==> config.mk <==
export PLATFORM = sky130hd
export DESIGN_NAME = life_seq_ctrl
export DESIGN_NICKNAME = d
export VERILOG_FILES = /design/src/rtl/life_ctrl_pkg.sv /design/src/rtl/pe_cmd_pkg.sv /design/src/rtl/life_skid_buf.sv /design/src/rtl/life_seq_ctrl.sv
export SDC_FILE = /design/constraint.sdc
export NUM_CORES = 1
export LEC_CHECK = 0
export ABC_AREA = 1
export BUFFER_PORTS_ARGS = -buffer_cell sky130_fd_sc_hd__clkbuf_2
export CORE_ASPECT_RATIO = 1.4
export CORE_MARGIN = 5
export CORE_UTILIZATION = 37
export DETAILED_ROUTE_END_ITERATION = 16
export GPL_ROUTABILITY_DRIVEN = 0
export PLACE_DENSITY = 0.61
export SYNTH_ARGS = -nofsm -noshare
export SYNTH_HDL_FRONTEND = slang
export SYNTH_SLANG_ARGS = --single-unit
==> constraint.sdc <==
create_clock -name clk -period 2 [get_ports clk]
set_clock_uncertainty 0.1 [all_clocks]
set_input_delay 0.1 -clock clk [delete_from_list [all_inputs] [get_ports clk]]
set_output_delay 0.1 -clock clk [all_outputs]
set_load 0.01 [all_outputs]
==> src/rtl/life_ctrl_pkg.sv <==
// Sequencer state encoding for the Life array controller.
package life_ctrl_pkg;
  typedef enum logic [2:0] {
    IDLE   = 3'd0,
    LOAD   = 3'd1,
    STEP   = 3'd2,
    SETTLE = 3'd3,
    READ   = 3'd4
  } life_state_e;
endpackage

==> src/rtl/pe_cmd_pkg.sv <==
// Command encodings and cell width shared by the Life PE array and every block that drives it.
package pe_cmd_pkg;
  localparam int PE_CMD_BITS   = 2;
  localparam int PE_STATE_BITS = 1;

  localparam logic [PE_CMD_BITS-1:0] PE_CMD_NOP   = 2'd0;
  localparam logic [PE_CMD_BITS-1:0] PE_CMD_WRITE = 2'd1;
  localparam logic [PE_CMD_BITS-1:0] PE_CMD_STEP  = 2'd2;
endpackage

==> src/rtl/life_skid_buf.sv <==
// Two-entry valid/ready buffer between the array read port and the readout stream.
module life_skid_buf #(
  parameter int W = 1
) (
  input  logic         clk,
  input  logic         reset,
  input  logic         push,
  input  logic [W-1:0] push_data,
  output logic         has_space,
  output logic         out_valid,
  input  logic         out_ready,
  output logic [W-1:0] out_data
);
  logic [W-1:0] mem [2];
  logic         wr_ptr;
  logic         rd_ptr;
  logic [1:0]   count;
  logic         do_push;
  logic         do_pop;

  // Space is judged without crediting a same-cycle pop, so the FSM never depends on rd_ready combinationally.
  assign has_space = (count != 2'd2);
  assign out_valid = (count != 2'd0);
  assign out_data  = mem[rd_ptr];
  assign do_push   = push && has_space;
  assign do_pop    = out_valid && out_ready;

  always_ff @(posedge clk) begin
    if (reset) begin
      mem[0] <= '0;
      mem[1] <= '0;
      wr_ptr <= 1'b0;
      rd_ptr <= 1'b0;
      count  <= 2'd0;
    end else begin
      if (do_push) begin
        mem[wr_ptr] <= push_data;
        wr_ptr      <= ~wr_ptr;
      end
      if (do_pop) begin
        rd_ptr <= ~rd_ptr;
      end
      count <= count + {1'b0, do_push} - {1'b0, do_pop};
    end
  end
endmodule

==> src/rtl/life_seq_ctrl.sv <==
// Load / run / readout sequencer that is the sole master of the Life PE array interface.
// Handshakes: a transfer happens on a cycle where valid && ready; valid never waits on ready.
module life_seq_ctrl
  import pe_cmd_pkg::*;
  import life_ctrl_pkg::*;
#(
  parameter int N_PX      = 16,
  parameter int N_PY      = 16,
  parameter int GEN_BITS  = 16,
  localparam int N_PX_BITS = (N_PX > 1) ? $clog2(N_PX) : 1,
  localparam int N_PY_BITS = (N_PY > 1) ? $clog2(N_PY) : 1
) (
  input  logic                     clk,
  input  logic                     reset,
  input  logic                     start,
  input  logic [GEN_BITS-1:0]      gens,
  input  logic                     ld_valid,
  output logic                     ld_ready,
  input  logic [PE_STATE_BITS-1:0] ld_cell,
  output logic                     rd_valid,
  input  logic                     rd_ready,
  output logic [PE_STATE_BITS-1:0] rd_cell,
  output logic                     busy,
  output logic                     extinct,
  output logic [GEN_BITS-1:0]      gens_done,
  output logic [PE_CMD_BITS-1:0]   pe_cmd,
  output logic [PE_STATE_BITS-1:0] pe_state_in,
  output logic [N_PX_BITS-1:0]     pe_adr_x_i,
  output logic [N_PY_BITS-1:0]     pe_adr_y_i,
  output logic [N_PX_BITS-1:0]     pe_adr_x_o,
  output logic [N_PY_BITS-1:0]     pe_adr_y_o,
  input  logic [PE_STATE_BITS-1:0] pe_state_out,
  input  logic                     pe_active,
  output life_state_e              fsm_state
);
  localparam logic [N_PX_BITS-1:0] X_LAST = N_PX_BITS'(N_PX - 1);
  localparam logic [N_PY_BITS-1:0] Y_LAST = N_PY_BITS'(N_PY - 1);

  life_state_e           state_q;
  life_state_e           state_d;
  logic [N_PX_BITS-1:0]  x_q;
  logic [N_PY_BITS-1:0]  y_q;
  logic [GEN_BITS-1:0]   gens_q;
  logic [GEN_BITS-1:0]   gens_done_q;
  logic                  extinct_q;
  logic                  rd_issued_q;
  logic                  raster_last;
  logic                  start_ok;
  logic                  ld_fire;
  logic                  rd_push;
  logic                  buf_space;
  logic                  buf_valid;
  logic                  buf_pop_en;

  assign raster_last = (x_q == X_LAST) && (y_q == Y_LAST);
  assign start_ok    = (state_q == IDLE) && start;
  assign ld_fire     = (state_q == LOAD) && ld_valid;
  assign rd_push     = (state_q == READ) && !rd_issued_q && buf_space;
  assign buf_pop_en  = (state_q == READ) && rd_ready;

  always_ff @(posedge clk) begin
    if (reset) begin
      state_q <= IDLE;
    end else begin
      state_q <= state_d;
    end
  end

  always_comb begin
    state_d     = state_q;
    ld_ready    = 1'b0;
    pe_cmd      = PE_CMD_NOP;
    pe_state_in = '0;
    case (state_q)
      IDLE: begin
        if (start) state_d = LOAD;
      end
      LOAD: begin
        ld_ready = 1'b1;
        if (ld_valid) begin
          pe_cmd      = PE_CMD_WRITE;
          pe_state_in = ld_cell;
          if (raster_last) state_d = (gens_q == '0) ? READ : STEP;
        end
      end
      STEP: begin
        pe_cmd  = PE_CMD_STEP;
        state_d = SETTLE;
      end
      SETTLE: begin
        // Extinction wins over the generation count so extinct is reported even on the final generation.
        if (!pe_active)                 state_d = READ;
        else if (gens_done_q == gens_q) state_d = READ;
        else                            state_d = STEP;
      end
      READ: begin
        if (rd_issued_q && !buf_valid) state_d = IDLE;
      end
      default: state_d = IDLE;
    endcase
  end

  // One raster counter serves both the write address during LOAD and the read address during READ.
  always_ff @(posedge clk) begin
    if (reset || start_ok) begin
      x_q <= '0;
      y_q <= '0;
    end else if (ld_fire || rd_push) begin
      if (x_q == X_LAST) begin
        x_q <= '0;
        y_q <= (y_q == Y_LAST) ? '0 : y_q + 1'b1;
      end else begin
        x_q <= x_q + 1'b1;
      end
    end
  end

  always_ff @(posedge clk) begin
    if (reset) begin
      gens_q      <= '0;
      gens_done_q <= '0;
      extinct_q   <= 1'b0;
      rd_issued_q <= 1'b0;
    end else begin
      case (state_q)
        IDLE: begin
          if (start) begin
            gens_q      <= gens;
            gens_done_q <= '0;
            extinct_q   <= 1'b0;
            rd_issued_q <= 1'b0;
          end
        end
        STEP: begin
          if (gens_done_q != '1) gens_done_q <= gens_done_q + 1'b1;
        end
        SETTLE: begin
          if (!pe_active) extinct_q <= 1'b1;
        end
        READ: begin
          if (rd_push && raster_last) rd_issued_q <= 1'b1;
        end
        default: ;
      endcase
    end
  end

  life_skid_buf #(
    .W(PE_STATE_BITS)
  ) u_buf (
    .clk       (clk),
    .reset     (reset),
    .push      (rd_push),
    .push_data (pe_state_out),
    .has_space (buf_space),
    .out_valid (buf_valid),
    .out_ready (buf_pop_en),
    .out_data  (rd_cell)
  );

  assign rd_valid   = buf_valid;
  assign busy       = (state_q != IDLE);
  assign extinct    = extinct_q;
  assign gens_done  = gens_done_q;
  assign pe_adr_x_i = x_q;
  assign pe_adr_y_i = y_q;
  assign pe_adr_x_o = x_q;
  assign pe_adr_y_o = y_q;
  assign fsm_state  = state_q;
endmodule

==> results of run 1 <==
## tightest hold or removal path, cell delays in order
cell	delay (ps)
clkbuf_2	70
o21ai_0	90
a21oi_1	120
## worst min path at each step
stage / startpoint / to / cells past startpoint
2_1_floorplan: ld_cell / pe_state_in / 2
3_3_place_gp: gens[2] / gens_q[2] / 3
3_5_place_dp: gens[3] / gens_q[3] / 3
4_1_cts: gens[14] / gens_q[14] / 3
5_1_grt: rd_ready / u_buf.rd_ptr / 3
6_report: gens[14] / gens_q[14] / 3
## stage by stage
step,setup slack (ps),cell area [um2]
after floorplan,161,2780
after global placement,195,3170
after detailed placement,164,3170
after CTS,142,3440
after global routing,11.5,3440
final,103,3440
## layer usage
layer / global-route usage (%) / vias to the layer above / share of wire (%)
met3: 3.60 / 9 / 4.5
met4: 5.23 / 0 / 1.8
met1: 17.3 / 1233 / 42
met5: 0 / - / 0
met2: 29.0 / 56 / 52
li1: - / 1450 / -
## registers in the layout, indices dropped and copies added, names as in the netlist, named ones only
register / count
u_buf.count: 2
gens_done: 16
u_buf.wr_ptr: 1
u_buf.mem: 2
rd_issued_q: 1
pe_adr_x_i: 4
u_buf.rd_ptr: 1
gens_q: 16
pe_adr_y_i: 4
fsm_state: 3
extinct: 1
## layout make-up
class / instances / area (um2) / area share, %
clock buffer: 8 / 121 / 3.52
inverter: 65 / 250 / 7.27
multi-input combinational: 273 / 1360 / 39.6
sequential: 52 / 1060 / 30.8
tap: 97 / 121 / 3.52
timing repair buffer: 87 / 526 / 15.3
## power by group
part	switching, uW	internal (uW)
Combinational	398	231
Sequential	53.8	1120
Clock	355	392
## kinds of logic (layout without fill, tap and decap cells)
logic type	after synthesis	count (layout)	share of synthesized area, %
DFF	52	52	38.1
and+or+nand+nor	184	184	30.1
buffers and inverters	81	160	13.0
muxes	1	1	0.405
adders and majority gates	5	5	2.25
AOI/OAI and AO/OA	82	82	15.8
xor gates and xnor gates	1	1	0.315
## cells in the mapped netlist (6+ instances only)
| cell type | instances | area share (%) |
|---|---|---|
| nand2_2 | 7 | 1.6 |
| dfxtp_1 | 50 | 36 |
| nand4_1 | 6 | 1.3 |
| inv_1 | 57 | 7.7 |
| o21ai_0 | 26 | 4.7 |
| nand3_1 | 12 | 2.2 |
| nor3_1 | 9 | 1.6 |
| nor2_1 | 37 | 5.0 |
| a21oi_1 | 40 | 7.2 |
| nand2_1 | 96 | 13 |
| buf_4 | 8 | 2.2 |
## what timing repair did
action	CTS	global route
endpoints found under the setup margin	0	1
buffers inserted	0	0
hold buffers	15	0
endpoints found under the hold margin	15	0
resized for setup	0	1
==> run_results.csv, run 1 <==
group,metric,value,unit
outcome,status,"finished clean",
route,wl_per_cell,12.3,um
placed_design,portBuffers,66,
clock_network,clockBufferDepth,2,
setup_path,crit_path_end,"gens_done[9]",
synth,ys_ff_latch,52,
sta,slew_headroom,62.7,%
setup_path,worst-path-buf-inv,1,
finish,nNetsFinal,513,
route,wl,7150,um
sta,fin_crit_sh,94.8,%
sta,min_period,1900,ps
clock_network,insertion_delay,310,ps
placed_design,dp_cells,559,
finish,fillers,779,
sta,finalHoldViolCount,0,
synth,ys_async_sr_fraction,0,%
setup_path,critPathMostFrequentCell,"nand2_1",
setup_path,criticalPathCategory,"reg2reg",
setup_path,r2r_end,"gens_done[9]",
floorplanning,die_h,113,um
sta,hold_slack,9.39,ps
setup_path,path_depth,11,
sta,slew_violations,0,
placed_design,post-dp-hpwl,5530,um
setup_path,ff2ff_path_depth,11,
global_routing,overflow,0,
route,drc,0,
setup_path,path_cells,"ha_1 > nand2_1 > inv_1 > nand2_2 > nor2_2 > nand3_2 > nand2_4 > nor2_1 > nand2_1 > o21ai_0 > a21oi_1",
synth,syn-num-nets,435,
route,vias,2748,
finish,utilization,46.8,%
global_routing,grt_pass1_wl,12000,um
finish,layout_commonest_cell,"nand2_1",
min_path,hold_class,"in2reg",
route,drtPass1Iterations,4,
synth,synth_ff_type,"dfxtp_1",
floorplanning,die_area,0.00938,mm2
synth,ys.warnings.count,0,
setup_path,cp.arrival,2000,ps
setup_path,ff2ff_setup_slack,100,ps
synth,avgSynthCellArea,6.85,um2
setup_path,cpPeakStageDelay,360,ps
setup_path,regToRegStartpoint,"gens_done[0]",
clock_network,htreeDepth,2,
synth,yosysUniqueCellTypes,37,
sta,tns,0,ps
sta,worst_pin_slew,554,ps
global_routing,grt_util_all_layers,15.6,%
pwr,total_power,2550,uW
setup_path,crit_fanout,13,
flow_run,maxCapViolCount,0,
finish,fin_cells,582,
route,final_antenna_net_count,0,
clock_network,root_buffer,"clkbuf_8",
clock_network,cts_buffers,5,
finish,syn_to_final_growth,23.8,%
floorplanning,core,0.00736,mm2
floorplanning,rows,37,
sta,fmax,0.527,GHz
setup_path,crit_family,"simple AND/OR/NAND/NOR gates",
synth,syn_inst,406,
sta,rsz0062_at_grt,"no",
floorplanning,io_pins,67,
sta,setup_violations,0,
pwr,ir_worst_vdd,0.341,mV
synth,syn_area,0.00278,mm2
synth,synth_edf_count,2,
setup_path,cp-startpoint,"gens_done[0]",
clock_network,tritoncts,"done",
setup_path,cp-start-kind,"flip-flop",
setup_path,cpMaxStageDelayCell,"dfxtp_1",
route,drt_iter0_markers,164,
global_routing,grt_pass1_vias,2603,
synth,ys_seq_area_share,38.1,%
pwr,powerDensity,740,mW/mm2
global_routing,antenna_found_initial,0,
clock_network,path_clk_slew,100,ps
pwr,leakagePower,0.00158,uW
floorplanning,initial_utilization,37.8,%
setup_path,critPathRequiredTime,2110,ps
finish,mostFrequentLayoutCells,"nand2_1 (96), clkbuf_2 (66), inv_1 (57), dfxtp_1 (50), a21oi_1 (40)",
global_routing,grt_max_degree,19,
floorplanning,dieWidth,83.3,um
setup_path,cp-end-kind,"flip-flop",
clock_network,cts.sinks,52,
finish,drive_gt1_share,23.3,%
finish,diodes,0,
route,viasPerCell,4.72,
Power figures use the tool's default switching activity.
==> inputs of run 2 (changes only) <==
Settings changed: BUFFER_PORTS_ARGS -buffer_cell sky130_fd_sc_hd__clkbuf_2 to unset, DONT_BUFFER_PORTS set to 1, PLACE_DENSITY 0.61 to 0.53.
==> run 2 against run 1 <==
Against the previous run:
- worst hold slack gained 36 ps
- sequential share of layout area grew 2.0 points
- final cell count shrank 8.2%
- total power shrank 6.8%
- largest cell class unchanged
==> run_results.csv, run 2 (synthesized netlist as in run 1, its figures left out) <==
group,metric,value,unit
outcome,status,"finished clean",
sta,fmax,0.555,GHz
global_routing,overflow,0,
route,drtPass1Iterations,4,
finish,drive_gt1_share,13.7,%
route,drt_iter0_markers,107,
sta,worst_pin_slew,528,ps
floorplanning,die_area,0.00938,mm2
placed_design,place_ws,152,ps
global_routing,grt_max_degree,22,
route,viasPerCell,4.86,
setup_path,cp-end-kind,"flip-flop",
clock_network,clockBufferDepth,2,
global_routing,grt_use_met3,3.45,%
global_routing,grt_use_met2,29.5,%
sta,tns,0,ps
setup_path,crit_fanout,4,
route,wl,7120,um
global_routing,grt_pass1_wl,11800,um
pwr,total_power,2380,uW
sta,finalHoldViolCount,0,
clock_network,insertion_delay,310,ps
sta,slew_violations,0,
global_routing,antenna_found_initial,0,
flow_run,maxCapViolCount,0,
setup_path,cp.arrival,1910,ps
finish,layout_commonest_cell,"nand2_1",
clock_network,cts.sinks,52,
sta,slew_headroom,64.4,%
placed_design,post-dp-hpwl,5570,um
clock_network,htreeDepth,2,
finish,mostFrequentLayoutCells,"nand2_1 (96), inv_1 (56), dfxtp_1 (50), a21oi_1 (40), nor2_1 (37)",
finish,diodes,0,
setup_path,critPathRequiredTime,2100,ps
setup_path,cp-start-kind,"flip-flop",
setup_path,criticalPathCategory,"reg2reg",
sta,min_period,1800,ps
route,wl_per_cell,13.3,um
min_path,hold_class,"in2reg",
clock_network,cts_buffers,5,
pwr,powerDensity,735,mW/mm2
clock_network,path_clk_slew,90,ps
setup_path,cpMaxStageDelayCell,"dfxtp_1",
pwr,leakagePower,0.00135,uW
global_routing,grt_pass1_vias,2513,
floorplanning,die_h,113,um
route,final_antenna_net_count,0,
placed_design,portBuffers,0,
setup_path,critPathMostFrequentCell,"inv_1",
floorplanning,io_pins,67,
setup_path,path_cells,"nor2_1 > inv_1 > nand3_2 > inv_1 > ha_1 > inv_1 > ha_1 > xor2_2 > o21ai_0 > a21oi_1",
finish,syn_to_final_growth,16.2,%
sta,rsz0062_at_grt,"no",
sta,setup_violations,0,
global_routing,grt_util_all_layers,15.3,%
global_routing,grt_util_met1,16.1,%
floorplanning,rows,37,
clock_network,root_buffer,"clkbuf_8",
sta,fin_ws,198,ps
finish,nNetsFinal,465,
finish,final_area,0.00323,mm2
clock_network,tritoncts,"done",
sta,fin_crit_sh,90.1,%
placed_design,dpl_cell_area,0.00293,mm2
setup_path,cpPeakStageDelay,340,ps
route,drc,0,
floorplanning,initial_utilization,37.8,%
route,vias,2594,
global_routing,busiest_layer,"met2",
floorplanning,dieWidth,83.3,um
pwr,ir_worst_vdd,0.307,mV
floorplanning,core,0.00736,mm2
[run 2: cell count changes in the layout (fill, tap and decap cells not counted), moves of 2 or more]
cell,previous run,this run
buf_4,6,18
clkbuf_2,66,0
clkbuf_8,7,5
dlygate4sd3_1,15,21
[run 2: critical path, delay by kind of cell (launching register included)]
family                     cells  cell delay (ps)
and+or+nand+nor                2              230
DFF                            1              340
adders and majority gates      2              470
AOI/OAI and AO/OA              2              210
buffers and inverters          3              200
xor gates and xnor gates       1              150
[run 2: what timing repair did]
item / 4_1_cts / 5_1_grt
resized for setup: 0 / 3
hold endpoints to repair: 31 / 0
setup buffers: 0 / 0
endpoints found under the setup margin: 0 / 1
hold buffers: 21 / 0
[run 2: cell type report]
class                   instances  area (um2)
inverters                      65         250
clock inverters                 2        11.3
multi-input cells             273        1370
repair buffers                 39         345
clock buffers                   6        72.6
fillers                       742        4130
well taps                      97         121
flip-flops and latches         52        1060
[run 2: power breakdown]
group / switching (uW) / internal (uW)
Combinational: 398 / 218
Clock: 350 / 244
Sequential: 47.3 / 1120
[run 2: stage by stage]
| step | utilization [%] | cells | hold WS [ps] |
|---|---|---|---|
| after CTS | 43.8 | 534 | 35.7 |
| after floorplan | - | 406 | 187 |
| after detailed placement | 39.8 | 505 | 75.1 |
| after global routing | 43.9 | 534 | 95.3 |
| final | 43.9 | 534 | 45.4 |
| after global placement | 39.8 | 505 | 74.6 |
[run 2: per-layer routing]
layer,wire length (um),up-vias
li1,-,1353
met1,2800,1178
met2,3860,53
met3,340,10
met4,133,0
met5,0,-
[run 2: path summary, 6_finish.rpt]
path                  start              to  slack, ps  cells past startpoint
min reg2reg  u_buf.count[1]  u_buf.count[1]        390                      1
max          u_buf.count[1]  u_buf.count[1]        200                     10
min                ld_valid   pe_adr_x_i[1]         50                      4
max reg2reg  u_buf.count[1]  u_buf.count[1]        200                     10
==> inputs of run 3 (changes only) <==
Settings changed: CAP_MARGIN set to 25, CTS_BUF_LIST set to sky130_fd_sc_hd__clkbuf_16.
==> run 3 against run 2 <==
Against the previous run:
- clock-buffer cell count is 1 lower
- critical path depth stayed put
- maximum frequency rose by 0.19%
==> run_results.csv, run 3 (synthesized netlist as in run 1, its figures left out) <==
group,metric,value,unit
outcome,status,"finished clean",
setup_path,critPathMostFrequentCell,"inv_1",
pwr,p_seq_share,44.5,%
global_routing,grt_pass1_wl,11900,um
sta,hold_slack,11.6,ps
floorplanning,io_pins,67,
pwr,pwr-share-clk,32.0,%
clock_network,path_clk_slew,70,ps
finish,syn_to_final_growth,18.3,%
pwr,share_comb_of_total_power,23.5,%
min_path,hold_path.startpoint,"reset",
clock_network,root_buffer,"clkbuf_16",
setup_path,criticalPathCategory,"reg2reg",
route,final_antenna_net_count,0,
route,drtPass1Iterations,4,
floorplanning,initial_utilization,37.8,%
finish,fillers,730,
global_routing,grt_max_degree,22,
pwr,swShare,31.7,%
sta,min_period,1800,ps
setup_path,cpPeakStageDelay,330,ps
finish,seq_area,0.00106,mm2
route,drt_iter0_markers,114,
pwr,total_power,2620,uW
min_path,whs_path_depth,3,
setup_path,cpMaxStageDelayCell,"dfxtp_1",
sta,setup_violations,0,
setup_path,cp.arrival,1880,ps
pwr,powerDensity,798,mW/mm2
floorplanning,die_area,0.00938,mm2
clock_network,cts.sinks,52,
floorplanning,dieWidth,83.3,um
clock_network,cts_buffers,5,
pwr,power.internal,1790,uW
global_routing,overflow,0,
setup_path,regToRegStartpoint,"u_buf.count[1]",
finish,multi_input_area,0.00137,mm2
global_routing,antenna_found_initial,0,
pwr,p_switching,831,uW
pwr,leakagePower,0.00138,uW
clock_network,insertion_delay,290,ps
route,drc,0,
global_routing,grt_pass1_vias,2533,
floorplanning,rows,37,
finish,diodes,0,
min_path,hold_class,"in2reg",
setup_path,path_cells,"nor2_1 > inv_1 > nand3_2 > inv_1 > ha_1 > inv_1 > ha_1 > xor2_2 > o21ai_0 > a21oi_1",
floorplanning,core,0.00736,mm2
pwr,ir_worst_vdd,0.347,mV
setup_path,ff2ff_path_depth,10,
sta,tns,0,ps
sta,slew_violations,0,
sta,fmax,0.556,GHz
setup_path,crit_fanout,4,
setup_path,critPathRequiredTime,2080,ps
route,vias,2602,
finish,layout_commonest_cell,"nand2_1",
sta,fin_crit_sh,89.9,%
setup_path,cp-end-kind,"flip-flop",
setup_path,r2r_end,"u_buf.count[1]",
route,wl,7200,um
placed_design,dp_cells,505,
route,viasPerCell,4.87,
flow_run,maxCapViolCount,0,
sta,worst_pin_slew,542,ps
setup_path,ff2ff_setup_slack,200,ps
placed_design,post-dp-hpwl,5570,um
clock_network,clockBufferDepth,2,
global_routing,grt_util_all_layers,15.5,%
finish,drive_gt1_share,13.7,%
min_path,worstHoldEndpoint,"gens_done[11]",
placed_design,portBuffers,0,
sta,rsz0062_at_grt,"no",
setup_path,cp-start-kind,"flip-flop",
sta,finalHoldViolCount,0,
clock_network,htreeDepth,2,
finish,mostFrequentLayoutCells,"nand2_1 (96), inv_1 (57), dfxtp_1 (50), a21oi_1 (40), nor2_1 (37)",
finish,fin_cells,534,
route,wl_per_cell,13.5,um
finish,nNetsFinal,465,
floorplanning,die_h,113,um
clock_network,tritoncts,"done",
sta,slew_headroom,63.5,%
==> run 3: worst max-delay path, delay by kind of cell (launching register included) <==
family	cells	cell delay, ps
AND/OR/NAND/NOR	2	230
buffers and inverters	3	200
AO/OA/AOI/OAI	2	210
adder cells (fa/ha/maj)	2	470
flip-flops	1	330
XOR/XNOR	1	150
==> run 3: how the worst max path moves through the flow <==
| stage | startpoint | endpoint | slack (ps) | cells after the start |
|---|---|---|---|---|
| global route | u_buf.count[1] | u_buf.count[1] | 10 | 10 |
| detailed placement | fsm_state[0] | u_buf.count[1] | 150 | 11 |
| CTS | fsm_state[0] | u_buf.count[1] | 130 | 11 |
| global placement | fsm_state[0] | u_buf.count[1] | 220 | 11 |
| floorplan | fsm_state[1] | u_buf.count[1] | 160 | 11 |
| finish | u_buf.count[1] | u_buf.count[1] | 200 | 10 |
==> run 3: routing by layer <==
layer / vias up / wire length [um] / track usage (%)
met5: - / 0 / 0
met4: 0 / 136 / 5.45
met3: 10 / 338 / 3.82
met2: 50 / 3870 / 29.7
met1: 1187 / 2850 / 16.2
li1: 1355 / - / -
==> run 3: layout make-up <==
type                       instances  share of cell area [%]
multi-input combinational        273                    41.7
inverter                          65                    7.61
clock inverter                     3                   0.456
timing repair buffer              39                    10.5
tap                               97                    3.69
sequential                        52                    32.3
clock buffer                       5                    3.80
==> run 3: metrics by stage <==
stage               worst slack [ps]  utilization [%]  instance area [um2]
finish                           201             44.7                 3290
global route                    10.1             44.7                 3290
CTS                              132             44.5                 3280
detailed placement               152             39.8                 2930
global placement                 223             39.8                 2930
floorplan                        161                -                 2780
==> run 3: repair_timing <==
action | 4_1_cts | 5_1_grt
hold buffers | 21 | 0
resized for setup | 0 | 3
hold endpoints to repair | 29 | 0
setup endpoints to repair | 0 | 1
setup buffers | 0 | 0
==> run 3: power groups by stage <==
stage	Combinational, uW	Clock, uW	Sequential (uW)
after CTS	626	863	1170
after global routing	703	893	1180
after detailed placement	588	0	1190
after floorplan	431	0	1200
after global placement	580	0	1190
final	617	840	1170
